$ cat config.mk
export PLATFORM = sky130hd
export DESIGN_NAME = elastic_buffer_ctrl
export DESIGN_NICKNAME = d
export VERILOG_FILES = /design/src/rtl/elastic_buffer_pkg.sv /design/src/rtl/elastic_ctrl_sat_counter.sv /design/src/rtl/elastic_buffer_ctrl.sv
export SDC_FILE = /design/constraint.sdc
export NUM_CORES = 1
export LEC_CHECK = 0
export BUFFER_PORTS_ARGS = -buffer_cell sky130_fd_sc_hd__buf_2
export CAP_MARGIN = 20
export CORE_MARGIN = 4
export CORE_UTILIZATION = 30
export CTS_CLUSTER_DIAMETER = 60
export DETAILED_ROUTE_END_ITERATION = 10
export PLACE_DENSITY = 0.62
export SETUP_SLACK_MARGIN = 0.2
export SLEW_MARGIN = 10
export SYNTH_ARGS = -nofsm -noshare
export SYNTH_HDL_FRONTEND = slang
export SYNTH_SLANG_ARGS = --single-unit
$ cat constraint.sdc
create_clock -name local_clock -period 2.3 [get_ports local_clock]
set_input_delay 0 -clock local_clock [delete_from_list [all_inputs] [get_ports local_clock]]
set_output_delay 0 -clock local_clock [all_outputs]
set_load 0.1 [all_outputs]
$ cat src/rtl/elastic_buffer_pkg.sv
// Shared symbols, state encoding and read-command codes for the RX elastic buffer controller.
package elastic_buffer_pkg;

    localparam logic [9:0] COMMA_SYMBOL = 10'h1BC;
    localparam logic [9:0] SKIP_SYMBOL  = 10'h1A1;

    typedef enum logic [2:0] {
        INIT  = 3'd0,
        RUN   = 3'd1,
        GUARD = 3'd2
    } state_t;

    typedef logic [1:0] rd_cmd_t;

    localparam rd_cmd_t RD_HOLD = 2'd0;
    localparam rd_cmd_t RD_ADV1 = 2'd1;
    localparam rd_cmd_t RD_ADV2 = 2'd2;

endpackage

$ cat src/rtl/elastic_ctrl_sat_counter.sv
// Saturating up-counter with synchronous clear, used for insert/delete statistics.
module elastic_ctrl_sat_counter #(
    parameter int WIDTH = 16
) (
    input  logic             local_clock,
    input  logic             reset,
    input  logic             inc,
    input  logic             clear,
    output logic [WIDTH-1:0] count
);

    always_ff @(posedge local_clock or negedge reset) begin
        if (!reset) begin
            count <= '0;
        end else if (clear) begin
            count <= '0;
        end else if (inc && (count != '1)) begin
            count <= count + WIDTH'(1);
        end
    end

endmodule

$ cat src/rtl/elastic_buffer_ctrl.sv
// Read-side clock-compensation controller: SKIP insert/delete, start-up centring, error recovery.
// Optional statistics counters are built when ELASTIC_CTRL_STATS_EN is defined.
module elastic_buffer_ctrl
    import elastic_buffer_pkg::*;
#(
    parameter int DEPTH        = 16,
    parameter int ADDR_W       = 4,
    parameter int CENTER       = 8,
    parameter int LOW_THRESH   = 4,
    parameter int HIGH_THRESH  = 12,
    parameter int GUARD_CYCLES = 4
) (
    input  logic              local_clock,
    input  logic              reset,
    input  logic              enable,
    input  logic [ADDR_W:0]   fill_level,
    input  logic [9:0]        head_symbol,
    input  logic              clear_flags,
    output logic [1:0]        rd_cmd,
    output logic              force_skip,
    output logic              flush,
    output logic              underflow_flag,
    output logic              overflow_flag,
    output logic [2:0]        state_dbg
`ifdef ELASTIC_CTRL_STATS_EN
    ,
    output logic [15:0]       insert_count,
    output logic [15:0]       delete_count
`endif
);

    localparam logic [ADDR_W:0] DEPTH_L  = (ADDR_W+1)'(DEPTH);
    localparam logic [ADDR_W:0] CENTER_L = (ADDR_W+1)'(CENTER);
    localparam logic [ADDR_W:0] LOW_L    = (ADDR_W+1)'(LOW_THRESH);
    localparam logic [ADDR_W:0] HIGH_L   = (ADDR_W+1)'(HIGH_THRESH);
    localparam logic [3:0]      GUARD_LOAD = 4'(GUARD_CYCLES - 1);

    state_t     state;
    state_t     state_next;
    logic [3:0] guard_cnt;
    logic [3:0] guard_next;
    logic       set_under;
    logic       set_over;
`ifdef ELASTIC_CTRL_STATS_EN
    logic       do_insert;
    logic       do_delete;
`endif

    // Outputs are Mealy so the pointer reacts in the same cycle the condition appears.
    always_comb begin
        state_next = state;
        guard_next = guard_cnt;
        rd_cmd     = RD_HOLD;
        force_skip = 1'b1;
        flush      = 1'b0;
        set_under  = 1'b0;
        set_over   = 1'b0;
`ifdef ELASTIC_CTRL_STATS_EN
        do_insert  = 1'b0;
        do_delete  = 1'b0;
`endif
        if (!enable) begin
            state_next = INIT;
        end else begin
            case (state)
                INIT: begin
                    if (fill_level >= CENTER_L) begin
                        rd_cmd     = RD_ADV1;
                        force_skip = 1'b0;
                        state_next = RUN;
                    end
                end
                RUN, GUARD: begin
                    rd_cmd     = RD_ADV1;
                    force_skip = 1'b0;
                    if (fill_level == '0) begin
                        rd_cmd     = RD_HOLD;
                        force_skip = 1'b1;
                        set_under  = 1'b1;
                        state_next = INIT;
                    end else if (fill_level >= DEPTH_L) begin
                        rd_cmd     = RD_HOLD;
                        flush      = 1'b1;
                        set_over   = 1'b1;
                        state_next = INIT;
                    end else if ((state == RUN) && (head_symbol == SKIP_SYMBOL)
                                 && (fill_level > HIGH_L)) begin
                        rd_cmd     = RD_ADV2;
                        state_next = GUARD;
                        guard_next = GUARD_LOAD;
`ifdef ELASTIC_CTRL_STATS_EN
                        do_delete  = 1'b1;
`endif
                    end else if ((state == RUN) && (head_symbol == SKIP_SYMBOL)
                                 && (fill_level < LOW_L)) begin
                        rd_cmd     = RD_HOLD;
                        force_skip = 1'b1;
                        state_next = GUARD;
                        guard_next = GUARD_LOAD;
`ifdef ELASTIC_CTRL_STATS_EN
                        do_insert  = 1'b1;
`endif
                    end else if (state == GUARD) begin
                        if (guard_cnt == 4'd0) begin
                            state_next = RUN;
                        end else begin
                            guard_next = guard_cnt - 4'd1;
                        end
                    end
                end
                default: state_next = INIT;
            endcase
        end
        if (state_next == INIT) begin
            guard_next = 4'd0;
        end
        // Reset must silence the pointer at once, even if the inputs would start reads.
        if (!reset) begin
            rd_cmd     = RD_HOLD;
            force_skip = 1'b1;
            flush      = 1'b0;
        end
    end

    always_ff @(posedge local_clock or negedge reset) begin
        if (!reset) begin
            state          <= INIT;
            guard_cnt      <= 4'd0;
            underflow_flag <= 1'b0;
            overflow_flag  <= 1'b0;
        end else begin
            state          <= state_next;
            guard_cnt      <= guard_next;
            underflow_flag <= set_under | (underflow_flag & ~clear_flags);
            overflow_flag  <= set_over  | (overflow_flag  & ~clear_flags);
        end
    end

    assign state_dbg = state;

`ifdef ELASTIC_CTRL_STATS_EN
    elastic_ctrl_sat_counter #(.WIDTH(16)) u_insert_cnt (
        .local_clock (local_clock),
        .reset       (reset),
        .inc         (do_insert),
        .clear       (clear_flags),
        .count       (insert_count)
    );

    elastic_ctrl_sat_counter #(.WIDTH(16)) u_delete_cnt (
        .local_clock (local_clock),
        .reset       (reset),
        .inc         (do_delete),
        .clear       (clear_flags),
        .count       (delete_count)
    );
`endif

endmodule

# Word-level counts from Yosys, hierarchy flattened
# Cells that the tools add are included.
[classes]
n_addsub = 1
order_cmp = 4
eq_ne = 6
muxes = 42
n_bitwise = 5
n_reduce_logical = 12
[op_table]
columns = ["op", "n"]
rows = [
  ["2-to-1 mux 4 bit", 9],
  ["2-to-1 mux 3 bit", 8],
  ["2-to-1 mux 1 bit", 17],
  ["equality test 10 x 9 -> 1 bit, second input constant", 1],
  ["2-to-1 mux 2 bit", 5],
  ["zero test 3 bit", 2],
  ["case mux 3 bit (2 select lines)", 1],
  ["AND reduction 6 bit", 1],
  ["greater-or-equal comparator 5 x 4 -> 1 bit, second input constant", 1],
  ["greater-or-equal comparator 5 bit, second input constant", 1],
  ["greater-than comparator 5 x 4 -> 1 bit, second input constant", 1],
  ["zero test 5 bit", 1],
  ["< comparator 5 x 3 -> 1 bit, second input constant", 1],
  ["zero test 4 bit", 1],
  ["inequality test 2 x 1 -> 1 bit, second input constant", 2],
  ["inequality test 4 x 3 -> 1 bit, second input constant", 1],
  ["case mux 2 bit (2 select lines)", 1],
  ["nonzero test 2 bit", 2],
  ["nonzero test 4 bit", 1],
  ["subtractor 4 x 1 -> 4 bit, second input constant", 1],
  ["equality test 3 x 1 -> 1 bit, second input constant", 1],
  ["equality test 3 x 2 -> 1 bit, second input constant", 1],
  ["logical AND 1 bit", 3],
  ["bitwise AND 1 bit", 2],
  ["other kinds (4)", 5],
]
[totals]
regBits = 9
output_inout_bits = 9

# Logic depth before layout (Yosys ltp)
# Gate-level depths: netlist (run 1).
[depth]
depth_word = 12
mapped_depth = 7

# Worst setup path before layout (run 1)
# No wires, ideal clock.
[synth_timing]
kind = "register to output"
from = "register state[0] (netlist: state_dbg[0])"
to = "output rd_cmd[1]"
arrival_ns = 3.965
path_slack_ns = -1.665
path_stages_with_launch = 6
cell_sequence = "dfrtp_1 -> buf_6 -> xnor2_2 -> a2111oi_4 -> or2b_1 -> nor3_1"
[synth_via]
elab_chain_cells = 9
[synth_rtl]
columns = ["element", "line", "source"]
rows = [
  ["from (decl)", "elastic_buffer_ctrl.sv:38", "state_t state;"],
  ["from (signal assigned)", "elastic_buffer_ctrl.sv:132", "state <= state_next;"],
  ["equality test 3 x 1 -> 1 bit", "elastic_buffer_ctrl.sv:65, elastic_buffer_ctrl.sv:86", ""],
  ["logical AND 1 bit", "elastic_buffer_ctrl.sv:86", "end else if ((state == RUN) && (head_symbol == SKIP_SYMBOL)"],
  ["logical AND 1 bit", "elastic_buffer_ctrl.sv:87", "&& (fill_level > HIGH_L)) begin"],
  ["2-to-1 mux 2 bit", "elastic_buffer_ctrl.sv:86", ""],
  ["2-to-1 mux 2 bit", "elastic_buffer_ctrl.sv:81", "end else if (fill_level >= DEPTH_L) begin"],
  ["2-to-1 mux 2 bit", "elastic_buffer_ctrl.sv:76", "if (fill_level == '0) begin"],
  ["case mux 2 bit (2 select lines) *", "elastic_buffer_ctrl.sv:65", "case (state)"],
  ["2-to-1 mux 2 bit *", "elastic_buffer_ctrl.sv:62", "if (!enable) begin"],
  ["2-to-1 mux 2 bit *", "elastic_buffer_ctrl.sv:118", "if (!reset) begin"],
  ["to (decl)", "elastic_buffer_ctrl.sv:19", "output logic [1:0] rd_cmd,"],
]
# Mark *: on every way between the ends. The rest lies on a longest branch, timed or not.

# Worst setup path after layout (run 1)
[layout_timing]
from = "register state[1] (netlist: state_dbg[1])"
to = "output force_skip"
[layout_via]
elab_chain_cells = 10
[layout_rtl]
columns = ["element", "line", "source"]
rows = [
  ["equality test 3 x 1 -> 1 bit", "elastic_buffer_ctrl.sv:65, elastic_buffer_ctrl.sv:86, elastic_buffer_ctrl.sv:94", ""],
  ["logical AND 1 bit", "elastic_buffer_ctrl.sv:86, elastic_buffer_ctrl.sv:94", ""],
  ["logical AND 1 bit", "elastic_buffer_ctrl.sv:95", "&& (fill_level < LOW_L)) begin"],
  ["2-to-1 mux 1 bit", "elastic_buffer_ctrl.sv:94", "end else if ((state == RUN) && (head_symbol == SKIP_SYMBOL)"],
  ["2-to-1 mux 1 bit", "elastic_buffer_ctrl.sv:86", ""],
  ["2-to-1 mux 1 bit", "elastic_buffer_ctrl.sv:81", ""],
  ["2-to-1 mux 1 bit", "elastic_buffer_ctrl.sv:76", ""],
  ["case mux 1 bit (2 select lines) *", "elastic_buffer_ctrl.sv:65", ""],
  ["2-to-1 mux 1 bit *", "elastic_buffer_ctrl.sv:62", ""],
  ["2-to-1 mux 1 bit *", "elastic_buffer_ctrl.sv:118", ""],
  ["to (decl)", "elastic_buffer_ctrl.sv:20", "output logic force_skip,"],
]
# Marked as above.

==> flow_metrics.env, run 1 <==
export IMPL_peakVddDrop_uv=222
export IMPL_coreArea_mm2=0.00202
export IMPL_post_route_util=0.486
export IMPL_p_comb_frac=0.221
export IMPL_synth_xor_area_share=0.0245
export IMPL_maxSlewViolCount=0
export IMPL_cp_arrival_ns=1.99
export IMPL_initial_core_util=0.328
export IMPL_syn_area_um2=663
export IMPL_synthAdderAreaFrac=0.0189
export IMPL_ios=28
export IMPL_r2r_cells=6
export IMPL_synth_async_reset_ratio=1.00
export IMPL_hold_depth=3
export IMPL_grt_overflow=0
export IMPL_fp_dieW_um=55.0
export IMPL_dr_pass1_iters=4
export IMPL_timing_max_cap_violations=0
export IMPL_avgSynthCellArea_um2=9.34
export IMPL_holdWs_ns=0.0327
export IMPL_grt_max_degree=12
export IMPL_wl_um=1720
export IMPL_synth_area_leaders="dfrtp_1 (34%), a2111oi_4 (4.2%), buf_6 (3.4%), nand2_1 (3.4%), nor2_1 (3.4%)"
export IMPL_p_int_w=0.000256
export IMPL_ys_types=38
export IMPL_dieArea_mm2=0.00303
export IMPL_fillCellCount=194
export IMPL_worst_setup_path_type="reg -> out"
export IMPL_status="completed"
export IMPL_muxShareOfSynthArea=0
export IMPL_place_congestion=0.775
export IMPL_synth_compound_area_share=0.296
export IMPL_synth_top_family_by_area="compound AO/OA/AOI/OAI gates"
export IMPL_worst_slack_ns=0.309
export IMPL_htree_levels=1
export IMPL_wl_per_cell_um=12.7
export IMPL_pre_cts_ws_ns=0.284
export IMPL_setup_viol=0
export IMPL_synthCells=71
export IMPL_switching_share=0.289
export IMPL_p_total_w=0.000360
export IMPL_path_depth=6
export IMPL_p_switching_w=0.000104
export IMPL_required_ns=2.30
export IMPL_drt_first_iter_violations=7
export IMPL_power_density_mw_per_mm2=367
export IMPL_rsz0062_at_grt="no"
export IMPL_drt_vias_per_instance=4.96
export IMPL_hold_viol=0
export IMPL_worstPathMaxFanout=7
export IMPL_layout_area_overhead_vs_synth_pct=48.3
export IMPL_portBuffers=27
export IMPL_tightest_slew_ns=0.495
export IMPL_drc=0
export IMPL_cts_made_buffers=3
export IMPL_yosysSeqAreaShare=0.340
export IMPL_critPathMaxStageDelay_ns=0.53
export IMPL_cts_sinks=9
export IMPL_cp_start_kind="register"
export IMPL_max_freq_mhz=502
export IMPL_yosysTopAreaCell="dfrtp_1"
export IMPL_ys_ff_latch=9
export IMPL_netlist_area_leader_share=0.340
export IMPL_num_vias=670
export IMPL_seqPwrFrac=0.460
export IMPL_hold_class="in -> reg"
export IMPL_worst_skew_pair_late_latency_ns=0.25
export IMPL_min_period_ns=1.99
export IMPL_grt_pass1_vias=604
export IMPL_p_leak_nw=0.444
export IMPL_fin_nets=129
export IMPL_ctsLongestPathBuffers=2
export IMPL_crit_path_cell_trace="nor4bb_2 > nand4_1 > o21a_1 > o22ai_1 > a21o_2 > buf_4"
export IMPL_synth_enable_flop_cells=0
export IMPL_critical_path_top_delay_family="flip-flops"
export IMPL_synth_warnings=0
export IMPL_slew_headroom=0.667
export IMPL_synthSimpleGateAreaFrac=0.253
export IMPL_crit_buf_inv=1
export IMPL_die_y_um=55.0
export IMPL_antenna_found_initial=0
export IMPL_place_hpwl_um=1290
export IMPL_synth_nets=91
export IMPL_clkTransAtPathRegs_ns=0.06
export IMPL_grt_pass1_wl_um=2470
export IMPL_fin_crit_sh=0.866
export IMPL_rows=16
export IMPL_drive_above_1_share=0.491
export IMPL_power_share_clock=0.319
export IMPL_clockRootBuffer="clkbuf_4"
export IMPL_ys_flop_type="dfrtp_1"
export IMPL_n_antenna_cell=0
export IMPL_fin_worst_skew_ns=0.00252
export IMPL_cts_tree="yes"
export IMPL_ant_nets=0
export IMPL_cp_slowest_cell="dfrtp_4"
export IMPL_end_kind="output pin"
export IMPL_grt_util_all_layers=0.115
registers in the layout (all words and copies together), names as in the netlist:
signal / flops
state_dbg: 3
underflow_flag: 1
overflow_flag: 1
guard_cnt: 4
power groups by stage:
stage	combinational [W]	sequential [W]	clock, W
finish	0.0000798	0.000166	0.000115
global route	0.0000863	0.000166	0.000130
CTS	0.0000775	0.000166	0.000121
detailed placement	0.0000741	0.000169	0
global placement	0.0000735	0.000168	0
floorplan	0.0000346	0.000180	0
worst paths after layout:
| kind | from | to | slack [ns] |
|---|---|---|---|
| max | state_dbg[1] | force_skip | 0.31 |
| min | enable | state_dbg[1] | 0.03 |
| max reg2reg | state_dbg[1] | guard_cnt[2] | 0.33 |
| min reg2reg | guard_cnt[3] | guard_cnt[3] | 0.52 |
| max in group asynchronous | reset | state_dbg[1] | 1.95 |
| min in group asynchronous | reset | guard_cnt[3] | 0.14 |
cells in the final DEF (no fill, tap or decap), types with 2 or more instances in the layout:
cell type       n
dlygate4sd3_1   2
nor3_1          2
inv_1           5
nand2_1         6
nor2_1          6
buf_2          24
a21oi_1         3
clkbuf_4        3
buf_4           7
o21a_1          2
nor3b_1         2
dfrtp_4         2
dfrtp_1         6
o21ai_0         3
routing by layer:
layer,share of wire,GRT usage,vias up
met4,0.0087,0.0607,0
met2,0.49,0.205,23
met3,0.095,0.0349,2
met5,0,0,-
li1,-,-,338
met1,0.41,0.122,307
what timing repair did:
action	in CTS	in global routing
buffers inserted	1	5
hold buffers	2	0
gates resized for setup	2	4
endpoints found under the hold margin	11	0
pin swaps	2	3
setup endpoints to repair	3	4
Yosys cell counts (2+ instances only):
| cell | n |
|---|---|
| nor3b_1 | 2 |
| a21oi_1 | 4 |
| nand2_1 | 6 |
| nor3_1 | 3 |
| a21o_1 | 2 |
| nor2_1 | 6 |
| inv_1 | 5 |
| o21ai_0 | 3 |
| buf_6 | 2 |
| o21a_1 | 2 |
| dfrtp_1 | 9 |
cell type report:
class	count	area [µm²]	share of cell area
Multi-Input combinational cell	55	447	0.454
Sequential cell	9	234	0.238
Timing Repair Buffer	35	224	0.228
Tap cell	27	33.8	0.0344
Clock buffer	4	26.3	0.0267
Inverter	5	18.8	0.0191
metrics by stage:
stage	setup TNS [ns]	area [µm²]	std cells
after floorplan	-0.104	707	71
after global placement	0	868	123
after detailed placement	0	868	123
after CTS	0	927	130
after global routing	0	983	135
final	0	983	135
cell families after synthesis:
logic type,count (synthesis)
other,1
adder cells (fa/ha/maj),1
flip-flops,9
AO/OA/AOI/OAI,23
buffers and inverters,7
XOR/XNOR,1
AND/OR/NAND/NOR,29
worst reg2reg max path: stages (launching register included):
cell and delay, ns:
dfrtp_4 0.53, nor4bb_2 0.28, nand4_1 0.22, buf_4 0.21
o2111ai_2 0.27, nor3b_1 0.08, a211o_1 0.26
(Power assumes the default switching activity.)
==> inputs of run 2 (changes only) <==
- clock period: 2.3 -> 2.5 ns (I/O delays scaled with it)
==> run 2 against run 1 <==
  * Wire length shrank 5.6%
  * Clock power shrank 10%
  * Worst hold slack lost 0.0030 ns
  * Sequential share of layout area grew 1.9 points
  * Combinational power shrank 12%
  * Worst setup slack gained 0.029 ns
  * Power shrank 9.7%
  * Via count shrank 3.6%
  * Clock skew shrank 0.0018 ns
  * Cell count shrank 4.4%
  * Core utilization shrank 4.8 points
==> flow_metrics.env, run 2 (synthesis results as in run 1) <==
export IMPL_hold_depth=3
export IMPL_drc=0
export IMPL_cp_start_kind="register"
export IMPL_end_kind="output pin"
export IMPL_cts_sinks=9
export IMPL_power_density_mw_per_mm2=367
export IMPL_grt_max_degree=12
export IMPL_place_congestion=0.807
export IMPL_fp_dieW_um=55.0
export IMPL_place_hpwl_um=1320
export IMPL_grt_pass1_wl_um=2550
export IMPL_p_int_w=0.000233
export IMPL_ios=28
export IMPL_worst_skew_pair_late_latency_ns=0.25
export IMPL_rows=16
export IMPL_rsz0062_at_grt="no"
export IMPL_drt_first_iter_violations=4
export IMPL_wl_um=1620
export IMPL_power_share_clock=0.318
export IMPL_timing_max_cap_violations=0
export IMPL_wl_per_cell_um=12.6
export IMPL_portBuffers=27
export IMPL_worstPathMaxFanout=10
export IMPL_n_antenna_cell=0
export IMPL_fin_crit_sh=0.865
export IMPL_switching_share=0.285
export IMPL_initial_core_util=0.328
export IMPL_hold_class="in -> reg"
export IMPL_setup_viol=0
export IMPL_grt_overflow=0
export IMPL_ctsLongestPathBuffers=2
export IMPL_reg2reg_slack_ns=0.56
export IMPL_regMostFlops="guard_cnt"
export IMPL_worstReg2RegStart="state_dbg[2]"
export IMPL_htree_levels=1
export IMPL_p_comb_frac=0.216
export IMPL_cp_arrival_ns=2.16
export IMPL_cts_tree="yes"
export IMPL_worst_setup_path_type="reg -> out"
export IMPL_coreArea_mm2=0.00202
export IMPL_critPathCapture="rd_cmd[1]"
export IMPL_required_ns=2.50
export IMPL_largest_reg_flops=4
export IMPL_fin_worst_skew_ns=0.000693
export IMPL_reg2reg_to="guard_cnt[2]"
export IMPL_clkTransAtPathRegs_ns=0.05
export IMPL_drt_vias_per_instance=5.01
export IMPL_min_period_ns=2.16
export IMPL_cts_made_buffers=3
export IMPL_die_y_um=55.0
export IMPL_p_total_w=0.000326
export IMPL_grt_pass1_vias=595
export IMPL_antenna_found_initial=0
export IMPL_fillCellCount=220
export IMPL_final_cell_mix="buf_2 (25), dfrtp_1 (7), nor2_1 (6), nand2_1 (6), inv_1 (5)"
export IMPL_ant_nets=0
export IMPL_maxSlewViolCount=0
export IMPL_p_switching_w=0.0000928
export IMPL_max_freq_mhz=462
export IMPL_dr_pass1_iters=2
export IMPL_fin_nets=123
export IMPL_dieArea_mm2=0.00303
export IMPL_drive_above_1_share=0.422
export IMPL_hold_viol=0
export IMPL_grt_util_all_layers=0.122
export IMPL_r2r_cells=5
export IMPL_peakVddDrop_uv=258
export IMPL_layout_area_overhead_vs_synth_pct=33.8
export IMPL_num_vias=646
export IMPL_clockRootBuffer="clkbuf_4"
export IMPL_status="completed"
export IMPL_cts_setup_buffers=0
export IMPL_p_leak_nw=0.408
export IMPL_crit_path_start="state_dbg[0]"
export IMPL_seqPwrFrac=0.466
export IMPL_layout_commonest_cell="buf_2"
export IMPL_holdWs_ns=0.0297
[run 2: critical path, stage by stage (launching register included)]
cell and delay [ns]:
dfrtp_2 0.49, xnor2_2 0.19, a2111oi_4 0.45, or2b_1 0.30, nor3_4 0.18, buf_4 0.31
[run 2: through the flow]
step | cells | worst slack, ns | cell area [µm²] | TNS [ns] | util
after detailed placement | 123 | 0.473 | 836 | 0 | 0.413
final | 129 | 0.338 | 887 | 0 | 0.439
after CTS | 129 | 0.291 | 885 | 0 | 0.438
after global routing | 129 | 0.204 | 887 | 0 | 0.439
after global placement | 123 | 0.479 | 836 | 0 | 0.413
after floorplan | 71 | -0.00689 | 689 | -0.00689 | -
[run 2: what timing repair did]
action | CTS | global route
endpoints found under the setup margin | 1 | 1
hold endpoints to repair | 11 | 0
cloned | 0 | 0
resized for setup | 1 | 1
hold buffers | 2 | 0
[run 2: layer usage]
| layer | up-vias | part of all wire | track usage |
|---|---|---|---|
| li1 | 329 | - | - |
| met2 | 21 | 0.45 | 0.197 |
| met5 | - | 0 | 0 |
| met1 | 294 | 0.45 | 0.148 |
| met3 | 2 | 0.092 | 0.0241 |
| met4 | 0 | 0.0062 | 0.0769 |
[run 2: power by group through the flow]
stage	clock (W)	sequential, W	combinational, W
after floorplan	0	0.000165	0.0000309
after detailed placement	0	0.000154	0.0000677
final	0.000103	0.000152	0.0000703
after global placement	0	0.000154	0.0000675
after global routing	0.000115	0.000152	0.0000753
after CTS	0.000111	0.000152	0.0000703
[run 2: cell type report]
type | instances | area (µm²) | area share
clock buffers | 4 | 26.3 | 0.0296
inverters | 5 | 18.8 | 0.0212
multi-input cells | 55 | 420 | 0.474
repair buffers | 29 | 160 | 0.181
flip-flops and latches | 9 | 228 | 0.257
well taps | 27 | 33.8 | 0.0381
[run 2: worst min-delay path by stage]
stage,from,endpoint
floorplan,reset,guard_cnt[0]
global placement,reset,state_dbg[2]
detailed placement,reset,underflow_flag
CTS,enable,state_dbg[1]
global route,enable,state_dbg[1]
finish,enable,state_dbg[1]
==> inputs of run 3 (changes only) <==
- GPL_TIMING_DRIVEN: unset -> 0
==> run 3 against run 2 <==
  * Worst setup slack improved by 0.0046 ns
  * Count of clock-buffer cells in the layout is the same
  * Maximum frequency increased by 0.21%
  * Largest cell class unchanged
  * Sequential power barely moved
  * Largest power group unchanged
  * Flip-flop and latch count unchanged
  * Via count rose by 1.1%
  * Power increased by 1.2%
  * Design area increased by 3.4%
  * First-iteration DRC count increased by 100%
  * Clock skew about the same
  * Core utilization increased by 1.5 points
  * Highest routed layer unchanged
  * Worst hold slack got worse by 0.0093 ns
  * Critical path type unchanged
==> flow_metrics.env, run 3 (synthesis results as in run 1) <==
export IMPL_status="completed"
export IMPL_crit_buf_inv=2
export IMPL_rsz0062_at_grt="no"
export IMPL_critical_path_top_delay_family="simple AND/OR/NAND/NOR gates"
export IMPL_regMostFlops="guard_cnt"
export IMPL_dieArea_mm2=0.00303
export IMPL_clkTransAtPathRegs_ns=0.06
export IMPL_hold_path_endpoint="state_dbg[1]"
export IMPL_portBuffers=27
export IMPL_power_density_mw_per_mm2=359
export IMPL_grt_pass1_vias=616
export IMPL_rows=16
export IMPL_final_cell_mix="buf_2 (25), dfrtp_1 (7), nor2_1 (6), nand2_1 (6), inv_1 (5)"
export IMPL_ios=28
export IMPL_grt_pass1_wl_um=2670
export IMPL_worstPathMaxFanout=9
export IMPL_fin_nets=126
export IMPL_worst_skew_pair_late_latency_ns=0.25
export IMPL_wl_per_cell_um=12.9
export IMPL_grt_util_all_layers=0.125
export IMPL_holdWs_ns=0.0204
export IMPL_maxSlewViolCount=0
export IMPL_grt_max_degree=12
export IMPL_dr_pass1_iters=4
export IMPL_fin_crit_sh=0.863
export IMPL_fp_dieW_um=55.0
export IMPL_max_freq_mhz=463
export IMPL_required_ns=2.50
export IMPL_crit_path_cell_trace="buf_6 > xnor2_2 > a2111oi_4 > or2b_1 > nor3_4 > buf_4"
export IMPL_min_period_ns=2.16
export IMPL_reg2reg_to="guard_cnt[2]"
export IMPL_ctsLongestPathBuffers=2
export IMPL_cp_start_kind="register"
export IMPL_r2r_cells=7
export IMPL_hold_depth=3
export IMPL_drt_first_iter_violations=8
export IMPL_worstReg2RegStart="guard_cnt[0]"
export IMPL_layout_area_overhead_vs_synth_pct=38.3
export IMPL_cts_tree="yes"
export IMPL_cts_made_buffers=3
export IMPL_critPathMaxStageDelay_ns=0.42
export IMPL_layout_commonest_cell="buf_2"
export IMPL_drc=0
export IMPL_place_hpwl_um=1360
export IMPL_fin_worst_skew_ns=0.000321
export IMPL_largest_reg_flops=4
export IMPL_n_antenna_cell=0
export IMPL_htree_levels=1
export IMPL_initial_core_util=0.328
export IMPL_cts_sinks=9
export IMPL_ant_nets=0
export IMPL_min_from="enable"
export IMPL_cp_arrival_ns=2.16
export IMPL_ff_latch_area_um2=228
export IMPL_clockRootBuffer="clkbuf_4"
export IMPL_p_leak_nw=0.425
export IMPL_end_kind="output pin"
export IMPL_antenna_found_initial=0
export IMPL_hold_viol=0
export IMPL_multi_input_area_um2=420
export IMPL_place_congestion=0.740
export IMPL_peakVddDrop_uv=308
export IMPL_worst_setup_path_type="reg -> out"
export IMPL_coreArea_mm2=0.00202
export IMPL_hold_class="in -> reg"
export IMPL_grt_overflow=0
export IMPL_wl_um=1700
export IMPL_die_y_um=55.0
export IMPL_num_vias=653
export IMPL_drt_vias_per_instance=4.95
export IMPL_cp_slowest_cell="a2111oi_4"
export IMPL_reg2reg_slack_ns=0.49
export IMPL_p_total_w=0.000330
export IMPL_fillCellCount=217
export IMPL_drive_above_1_share=0.438
export IMPL_timing_max_cap_violations=0
export IMPL_setup_viol=0
run 3: cell count changes in the layout (fill, tap and decap cells not counted):
cell,change
buf_4,+1
buf_6,+2
run 3: repair_timing:
action                                  4_1_cts  5_1_grt
hold endpoints to repair                     11        0
endpoints found under the setup margin        1        3
hold buffers                                  2        0
resized for setup                             1        1
pin swaps                                     0        2
setup buffers                                 0        1
run 3: final cells by class:
| class | instances | area share |
|---|---|---|
| Inverter | 5 | 0.0205 |
| Timing Repair Buffer | 30 | 0.183 |
| Buffer | 2 | 0.0246 |
| Tap cell | 27 | 0.0368 |
| Clock buffer | 4 | 0.0286 |
| Sequential cell | 9 | 0.248 |
| Multi-Input combinational cell | 55 | 0.458 |
run 3: worst max path at each step:
stage,from,end,cells past startpoint
CTS,state_dbg[0],rd_cmd[1],6
finish,state_dbg[0],rd_cmd[1],6
detailed placement,state_dbg[0],rd_cmd[1],6
global route,state_dbg[0],rd_cmd[1],6
floorplan,state_dbg[2],rd_cmd[1],4
global placement,state_dbg[0],rd_cmd[1],6
run 3: power breakdown:
group          switching (W)  total [W]  internal, W
registers         0.00000282   0.000150     0.000148
clock network      0.0000448   0.000106    0.0000611
logic              0.0000480  0.0000733    0.0000253
total              0.0000957   0.000330     0.000234
run 3: tightest hold or removal path, stage by stage:
cell	delay (ns)
buf_2	0.12
nand2_1	0.07
a21oi_2	0.05
run 3: per-stage QoR:
step | cell area, µm² | utilization | worst slack (ns) | cells | setup TNS [ns]
after floorplan | 689 | - | -0.00689 | 71 | -0.00689
after global placement | 858 | 0.425 | 0.458 | 125 | 0
after detailed placement | 858 | 0.425 | 0.416 | 125 | 0
after CTS | 907 | 0.449 | 0.260 | 131 | 0
after global routing | 917 | 0.454 | 0.225 | 132 | 0
final | 917 | 0.454 | 0.342 | 132 | 0
run 3: metal layers:
| metal | GRT usage | part of all wire | vias to the layer above |
|---|---|---|---|
| met4 | 0.0850 | 0.0059 | 0 |
| met5 | 0 | 0 | - |
| met2 | 0.213 | 0.46 | 27 |
| met3 | 0.0161 | 0.096 | 2 |
| li1 | - | - | 334 |
| met1 | 0.144 | 0.44 | 290 |
